--- src/rtl/traffic_pkg.sv ---
// Shared definitions for the traffic lamp sequencer.
//   lamp_t      - physical lamp code driven to each approach
//   seq_state_t - per-approach sequencer state
//   DEF_*       - default interval lengths and counter width
//   lamp_decode - maps a sequencer state onto the lamp it shows
package traffic_pkg;

    typedef enum logic [1:0] {
        LAMP_RED    = 2'b00,
        LAMP_GREEN  = 2'b01,
        LAMP_YELLOW = 2'b10
    } lamp_t;

    typedef enum logic [1:0] {
        S_IDLE,
        S_GREEN,
        S_YELLOW,
        S_ALLRED
    } seq_state_t;

    localparam int DEF_MIN_GREEN  = 4;
    localparam int DEF_YELLOW_CYC = 3;
    localparam int DEF_ALLRED_CYC = 2;
    localparam int DEF_CNT_W      = 8;

    // IDLE and ALLRED both show red; only GREEN and YELLOW light up.
    function automatic lamp_t lamp_decode(input seq_state_t s);
        case (s)
            S_GREEN:  return LAMP_GREEN;
            S_YELLOW: return LAMP_YELLOW;
            default:  return LAMP_RED;
        endcase
    endfunction

endpackage

--- src/rtl/traffic_lamp_sequencer_if.sv ---
// Grant/lamp bundle between the traffic controller and the lamp sequencer.
//   n_go, s_go, e_go        - level grants from the controller
//   n_lamp, s_lamp, e_lamp  - lamp codes per approach
//   ns_idle, e_idle         - sequencer idle indications
//   conflict                - sticky overlapping-grant flag
// master: controller side (drives grants); slave: sequencer side.
interface traffic_lamp_sequencer_if;
    import traffic_pkg::*;

    logic  n_go;
    logic  s_go;
    logic  e_go;
    lamp_t n_lamp;
    lamp_t s_lamp;
    lamp_t e_lamp;
    logic  ns_idle;
    logic  e_idle;
    logic  conflict;

    modport master (
        output n_go, s_go, e_go,
        input  n_lamp, s_lamp, e_lamp, ns_idle, e_idle, conflict
    );

    modport slave (
        input  n_go, s_go, e_go,
        output n_lamp, s_lamp, e_lamp, ns_idle, e_idle, conflict
    );

endinterface

--- src/rtl/traffic_lamp_fsm.sv ---
// Single-approach lamp sequencer: IDLE -> GREEN -> YELLOW -> ALLRED -> IDLE.
//   clk, rst     - clock, asynchronous active-high reset
//   go           - level grant for this approach
//   cross_clear  - opposing direction is idle, so GREEN may be entered
//   lamp         - registered lamp code
//   idle         - sequencer is in IDLE
module traffic_lamp_fsm
    import traffic_pkg::*;
#(
    parameter int MIN_GREEN  = DEF_MIN_GREEN,
    parameter int YELLOW_CYC = DEF_YELLOW_CYC,
    parameter int ALLRED_CYC = DEF_ALLRED_CYC,
    parameter int CNT_W      = DEF_CNT_W
) (
    input  logic  clk,
    input  logic  rst,
    input  logic  go,
    input  logic  cross_clear,
    output lamp_t lamp,
    output logic  idle
);

    // Counters hold "cycles remaining minus one" so the exit test is cnt==0.
    localparam logic [CNT_W-1:0] GREEN_LD  = CNT_W'(MIN_GREEN - 1);
    localparam logic [CNT_W-1:0] YELLOW_LD = CNT_W'(YELLOW_CYC - 1);
    localparam logic [CNT_W-1:0] ALLRED_LD = CNT_W'(ALLRED_CYC - 1);

    seq_state_t       state_q, state_d;
    logic [CNT_W-1:0] cnt_q, cnt_d;
    lamp_t            lamp_q, lamp_d;

    always_ff @(posedge clk or posedge rst) begin
        if (rst) begin
            state_q <= S_IDLE;
            cnt_q   <= '0;
            lamp_q  <= LAMP_RED;
        end else begin
            state_q <= state_d;
            cnt_q   <= cnt_d;
            lamp_q  <= lamp_d;
        end
    end

    always_comb begin
        state_d = state_q;
        // Saturating decrement: the counter parks at 0 rather than wrapping.
        cnt_d   = (cnt_q == '0) ? '0 : cnt_q - CNT_W'(1);
        case (state_q)
            S_IDLE: begin
                if (go && cross_clear) begin
                    state_d = S_GREEN;
                    cnt_d   = GREEN_LD;
                end
            end
            S_GREEN: begin
                // A held grant extends GREEN; an early drop waits out MIN_GREEN.
                if (cnt_q == '0 && !go) begin
                    state_d = S_YELLOW;
                    cnt_d   = YELLOW_LD;
                end
            end
            S_YELLOW: begin
                if (cnt_q == '0) begin
                    state_d = S_ALLRED;
                    cnt_d   = ALLRED_LD;
                end
            end
            S_ALLRED: begin
                if (cnt_q == '0) begin
                    state_d = S_IDLE;
                end
            end
            default: begin
                state_d = S_IDLE;
                cnt_d   = '0;
            end
        endcase
        // Lamp is decoded from the next state so it lines up with state_q.
        lamp_d = lamp_decode(state_d);
    end

    assign lamp = lamp_q;
    assign idle = (state_q == S_IDLE);

endmodule

--- src/rtl/traffic_lamp_sequencer.sv ---
// Traffic lamp sequencer top: three per-approach FSMs plus the N/S vs E
// interlock, N/S priority on simultaneous starts and a sticky conflict flag.
//   clk, rst - clock, asynchronous active-high reset
//   bus      - slave side of the grant/lamp bundle
module traffic_lamp_sequencer
    import traffic_pkg::*;
#(
    parameter int MIN_GREEN  = DEF_MIN_GREEN,
    parameter int YELLOW_CYC = DEF_YELLOW_CYC,
    parameter int ALLRED_CYC = DEF_ALLRED_CYC,
    parameter int CNT_W      = DEF_CNT_W
) (
    input  logic                     clk,
    input  logic                     rst,
    traffic_lamp_sequencer_if.slave  bus
);

    logic n_idle;
    logic s_idle;
    logic e_idle_w;
    logic ns_clear;
    logic e_clear;
    logic conflict_q, conflict_d;

    // N/S only need E to be idle. E additionally yields to any N/S grant,
    // so a simultaneous start from all-idle goes to N/S.
    assign ns_clear = e_idle_w;
    assign e_clear  = n_idle & s_idle & ~(bus.n_go | bus.s_go);

    traffic_lamp_fsm #(
        .MIN_GREEN(MIN_GREEN), .YELLOW_CYC(YELLOW_CYC),
        .ALLRED_CYC(ALLRED_CYC), .CNT_W(CNT_W)
    ) u_n (
        .clk(clk), .rst(rst), .go(bus.n_go), .cross_clear(ns_clear),
        .lamp(bus.n_lamp), .idle(n_idle)
    );

    traffic_lamp_fsm #(
        .MIN_GREEN(MIN_GREEN), .YELLOW_CYC(YELLOW_CYC),
        .ALLRED_CYC(ALLRED_CYC), .CNT_W(CNT_W)
    ) u_s (
        .clk(clk), .rst(rst), .go(bus.s_go), .cross_clear(ns_clear),
        .lamp(bus.s_lamp), .idle(s_idle)
    );

    traffic_lamp_fsm #(
        .MIN_GREEN(MIN_GREEN), .YELLOW_CYC(YELLOW_CYC),
        .ALLRED_CYC(ALLRED_CYC), .CNT_W(CNT_W)
    ) u_e (
        .clk(clk), .rst(rst), .go(bus.e_go), .cross_clear(e_clear),
        .lamp(bus.e_lamp), .idle(e_idle_w)
    );

    assign conflict_d = conflict_q | (bus.e_go & (bus.n_go | bus.s_go));

    always_ff @(posedge clk or posedge rst) begin
        if (rst) begin
            conflict_q <= 1'b0;
        end else begin
            conflict_q <= conflict_d;
        end
    end

    assign bus.ns_idle  = n_idle & s_idle;
    assign bus.e_idle   = e_idle_w;
    assign bus.conflict = conflict_q;

    // E must never be lit while either N or S is lit.
    always_ff @(posedge clk) begin
        if (!rst) begin
            assert (!((bus.e_lamp != LAMP_RED) &&
                      ((bus.n_lamp != LAMP_RED) || (bus.s_lamp != LAMP_RED))));
        end
    end

endmodule

--- src/flat_wrapper.sv ---
// flat-port wrapper written by rule: the top's interface ports become plain ports
module traffic_lamp_sequencer_flat import traffic_pkg::*;
#(
    parameter int MIN_GREEN  = DEF_MIN_GREEN,
    parameter int YELLOW_CYC = DEF_YELLOW_CYC,
    parameter int ALLRED_CYC = DEF_ALLRED_CYC,
    parameter int CNT_W      = DEF_CNT_W
)
  (clk, rst, bus_n_go, bus_s_go, bus_e_go, bus_n_lamp, bus_s_lamp, bus_e_lamp, bus_ns_idle, bus_e_idle, bus_conflict);
  traffic_lamp_sequencer_if bus_i ();
  input  logic clk;
  input  logic rst;
  input wire logic [$bits(bus_i.n_go)-1:0] bus_n_go;
  input wire logic [$bits(bus_i.s_go)-1:0] bus_s_go;
  input wire logic [$bits(bus_i.e_go)-1:0] bus_e_go;
  output wire logic [$bits(bus_i.n_lamp)-1:0] bus_n_lamp;
  output wire logic [$bits(bus_i.s_lamp)-1:0] bus_s_lamp;
  output wire logic [$bits(bus_i.e_lamp)-1:0] bus_e_lamp;
  output wire logic [$bits(bus_i.ns_idle)-1:0] bus_ns_idle;
  output wire logic [$bits(bus_i.e_idle)-1:0] bus_e_idle;
  output wire logic [$bits(bus_i.conflict)-1:0] bus_conflict;
  assign bus_i.n_go = bus_n_go;
  assign bus_i.s_go = bus_s_go;
  assign bus_i.e_go = bus_e_go;
  assign bus_n_lamp = bus_i.n_lamp;
  assign bus_s_lamp = bus_i.s_lamp;
  assign bus_e_lamp = bus_i.e_lamp;
  assign bus_ns_idle = bus_i.ns_idle;
  assign bus_e_idle = bus_i.e_idle;
  assign bus_conflict = bus_i.conflict;
  traffic_lamp_sequencer #(.MIN_GREEN(MIN_GREEN), .YELLOW_CYC(YELLOW_CYC), .ALLRED_CYC(ALLRED_CYC), .CNT_W(CNT_W)) u_core (.clk(clk), .rst(rst), .bus(bus_i));
endmodule
--- config.mk ---
export PLATFORM = sky130hd
export DESIGN_NAME = traffic_lamp_sequencer_flat
export DESIGN_NICKNAME = d
export VERILOG_FILES = /design/src/rtl/traffic_pkg.sv /design/src/rtl/traffic_lamp_sequencer_if.sv /design/src/rtl/traffic_lamp_fsm.sv /design/src/rtl/traffic_lamp_sequencer.sv /design/src/flat_wrapper.sv
export SDC_FILE = /design/constraint.sdc
export NUM_CORES = 1
export LEC_CHECK = 0
export ABC_AREA = 1
export CAP_MARGIN = 25
export CELL_PAD_IN_SITES_DETAIL_PLACEMENT = 1
export CELL_PAD_IN_SITES_GLOBAL_PLACEMENT = 1
export CORE_ASPECT_RATIO = 1.1
export CORE_UTILIZATION = 47
export CTS_CLUSTER_SIZE = 10
export DETAILED_ROUTE_END_ITERATION = 12
export PLACE_DENSITY = 0.86
export SETUP_SLACK_MARGIN = 0.1
export SYNTH_ARGS = -nofsm -noshare
export SYNTH_HDL_FRONTEND = slang
export SYNTH_HIERARCHICAL = 1
export SYNTH_SLANG_ARGS = --single-unit
--- constraint.sdc ---
create_clock -name clk -period 3.1 [get_ports clk]
set_input_delay 0.62 -clock clk [delete_from_list [all_inputs] [get_ports clk]]
set_output_delay 0.62 -clock clk [all_outputs]
set_load 0.02 [all_outputs]
==> impl_metrics.csv <==
group,metric,value,unit
drt,avgViaCountPerCell,4.95,
sta,setup_viol,0,
drt,wl_per_cell,13.6,microns
setup_path,worstPathCellList,"nor2_1, clkdlybuf4s50_1",
synth,yosys_register_bits,37,
power,leakagePower,1.13,nW
sta,maxSlewHeadroom,66.9,%
synth,yosys_warnings,6,
die,initial_core_util,49.4,%
clocking,ctsHoldBuffers,0,
setup_path,critPathTopFamily,"buffers and inverters",
setup_path,cp-endpoint,"bus_e_idle",
drt,ant_nets,0,
synth,synth_area,1990,sq um
die,die_w,64.0,microns
die,pin_count,14,
worst_hold_path,whs_path_depth,1,
sta,fin_crit,2330,ps
grt,grt_overflow,0,
drt,drc_errors,0,
place,io_buffers,13,
cells_and_area,diodes,0,
setup_path,critPathRequiredTime,2480,ps
synth,synth_common_cells,"inv_1, nor2_1, dfrtp_1",
cells_and_area,layout.nets,275,
place,gp_congestion,0.765,
cells_and_area,design_area,2270,sq um
drt,drtIter0Drc,57,
synth,yosysMostFrequentCell,"inv_1",
setup_path,critPathCaptureType,"output pin",
place,place_hpwl,3.28,mm
clocking,postCtsResizedCells,0,
synth,ys_types,26,
clocking,cts_sinks,37,
sta,tightest_slew,495,ps
synth,synth_enable_flop_cells,0,
setup_path,r2r_cells,8,
setup_path,path_max_fanout,5,
drt,num_vias,1569,
sta,maxSlewViolCount,0,
cells_and_area,area_growth,14.0,%
clocking,path_clk_slew,70,ps
synth,syn_avg_cell_area,8.15,sq um
synth,yosys.area.top_type,"dfrtp_1",
setup_path,cp_num_cells,2,
die,die_h,70.2,microns
die,dieArea,4500,sq um
clocking,clock_path_buffers,2,
setup_path,cp.arrival,1710,ps
sta,fin_crit_sh,75.2,%
clocking,cts_buffers,5,
synth,synth_top_area_share,46.5,%
die,core_area,4020,sq um
die,rows,24,
setup_path,crit_buf_inv,1,
clocking,root_buffer,"clkbuf_8",
place,dp.cells,309,
drt,routed_wl,4.30,mm
synth,ys_seq_area_share,46.5,%
status,status,"complete, no violations",
setup_path,rr_startpoint,"u_core/u_s/state_q[0]",
grt,antenna_found_initial,0,
cells_and_area,instances_no_fill,317,
synth,synth_cells,244,
worst_hold_path,min_path_type,"register to register",
setup_path,r2r_slack,1640,ps
clocking,htreeDepth,2,
clocking,cts_tree,"done",
setup_path,critical_path_class,"register to output pin",
sta,clock.fmax,429,MHz
synth,synth.net_count,255,
sta,rsz0062_at_grt,"no",
grt,track_usage,21.5,%
setup_path,critPathLaunchType,"register",
drt,first_pass_iters,4,
cells_and_area,drive_gt1_share,15.8,%
power,worst_ir_drop_vdd,0.399,mV
place,place_area,2180,sq um
sta,finalClockSkew,5.97,ps
grt,grt_pass1_wl,7.40,mm
setup_path,slowest_stage,"clkdlybuf4s50_1",
power,p_per_area,918,nW/um^2
synth,synth_flop_cell,"dfrtp_1",
sta,hold_viol,0,
setup_path,slowest_delay,680,ps
synth,synth_area_leaders,"dfrtp_1, inv_1, nor2_1",
grt,grt_pass1_vias,1642,
clocking,clkLatencyLatePin,290,ps
synth,synthArstFlopShare,100,%
clocking,post_cts_buffers,0,
setup_path,critPathLaunch,"u_core/u_e/state_q[0]",
grt,grt_max_degree,13,
job,cap_violations,0,
sta,final.setup.tns,0,ps
setup_path,timing.rr.end,"u_core/u_e/cnt_q[3]",
==> layer usage <==
metal | global-route usage, % | share of wire [%] | wire [microns] | up-vias
li1 | - | - | - | 791
met1 | 24.3 | 42 | 1830 | 761
met2 | 39.4 | 54 | 2320 | 13
met3 | 5.39 | 2.6 | 113 | 4
met4 | 6.06 | 0.84 | 36 | 0
met5 | 0 | 0 | 0 | -
==> worst reg2reg max path: stages (launching register included) <==
cell	delay [ps]
dfrtp_1	440
nor2_1	120
nand2_1	90
nor3_2	110
nand2_1	70
nor2_1	160
inv_1	100
o21ai_2	140
nor3_1	90
==> cells in the final DEF (no fill, tap or decap), types with 2 or more instances in the layout <==
master	n
xor2_1	3
nand2_2	10
nor3_1	4
nand3_2	2
clkdlybuf4s50_1	13
clkbuf_8	5
clkinv_2	2
dfrtp_1	37
o21ai_2	4
a21oi_2	3
o211ai_1	3
nand3_1	12
clkinv_1	2
o21ai_1	4
o21ai_0	5
inv_2	3
xnor2_1	3
inv_1	43
nor2_2	7
ha_1	6
nor2_4	2
nor2_1	40
a21oi_1	11
nand2_1	35
==> layout make-up <==
class / instances / area [sq um]
Fill cell: 506 / 1760
Sequential cell: 37 / 926
Multi-Input combinational cell: 159 / 883
Inverter: 48 / 180
Timing Repair Buffer: 13 / 130
Clock buffer: 6 / 72.6
Tap cell: 52 / 65.1
Clock inverter: 2 / 10.0
==> per-stage QoR <==
step	power (mW)	setup slack, ps	hold slack (ps)	util, %
after floorplan	1.52	1700	349	-
after global placement	1.71	1130	457	54.3
after detailed placement	1.76	1060	461	54.3
after CTS	2.10	741	480	56.3
after global routing	2.25	724	506	56.3
final	2.08	768	477	56.3
==> state kept, by name, summed over array words and instances (netlist names) <==
| register | flops |
|---|---|
| u_core/u_s/lamp | 2 |
| u_core/u_e/lamp | 2 |
| u_core/u_e/state_q | 2 |
| u_core/u_s/state_q | 2 |
| u_core/u_n/cnt_q | 8 |
| u_core/u_n/state_q | 2 |
| u_core/bus.conflict | 1 |
| u_core/u_e/cnt_q | 8 |
| u_core/u_s/cnt_q | 8 |
| u_core/u_n/lamp | 2 |
==> worst min path at each step <==
stage	startpoint	to	slack (ps)
2_1_floorplan	rst	u_core/bus.conflict	350
3_3_place_gp	u_core/u_s/cnt_q[0]	u_core/u_s/cnt_q[0]	460
3_5_place_dp	u_core/u_s/cnt_q[0]	u_core/u_s/cnt_q[0]	460
4_1_cts	u_core/u_n/cnt_q[0]	u_core/u_n/cnt_q[0]	480
5_1_grt	u_core/bus.conflict	u_core/bus.conflict	510
6_report	u_core/u_n/cnt_q[0]	u_core/u_n/cnt_q[0]	480
==> report_power, final <==
group / internal [mW] / total (mW) / switching, mW
Combinational: 0.341 / 0.895 / 0.554
Sequential: 0.687 / 0.858 / 0.172
Clock: 0.156 / 0.327 / 0.171
==> logic make-up after synthesis <==
kind of cell | after synthesis | share of synthesized area, %
fa+ha+maj | 6 | 3.77
xor+xnor | 6 | 2.64
compound gates | 30 | 9.24
buf+inv | 48 | 9.06
flops | 37 | 46.5
simple gates | 117 | 28.7
(Power assumes the default switching activity.)
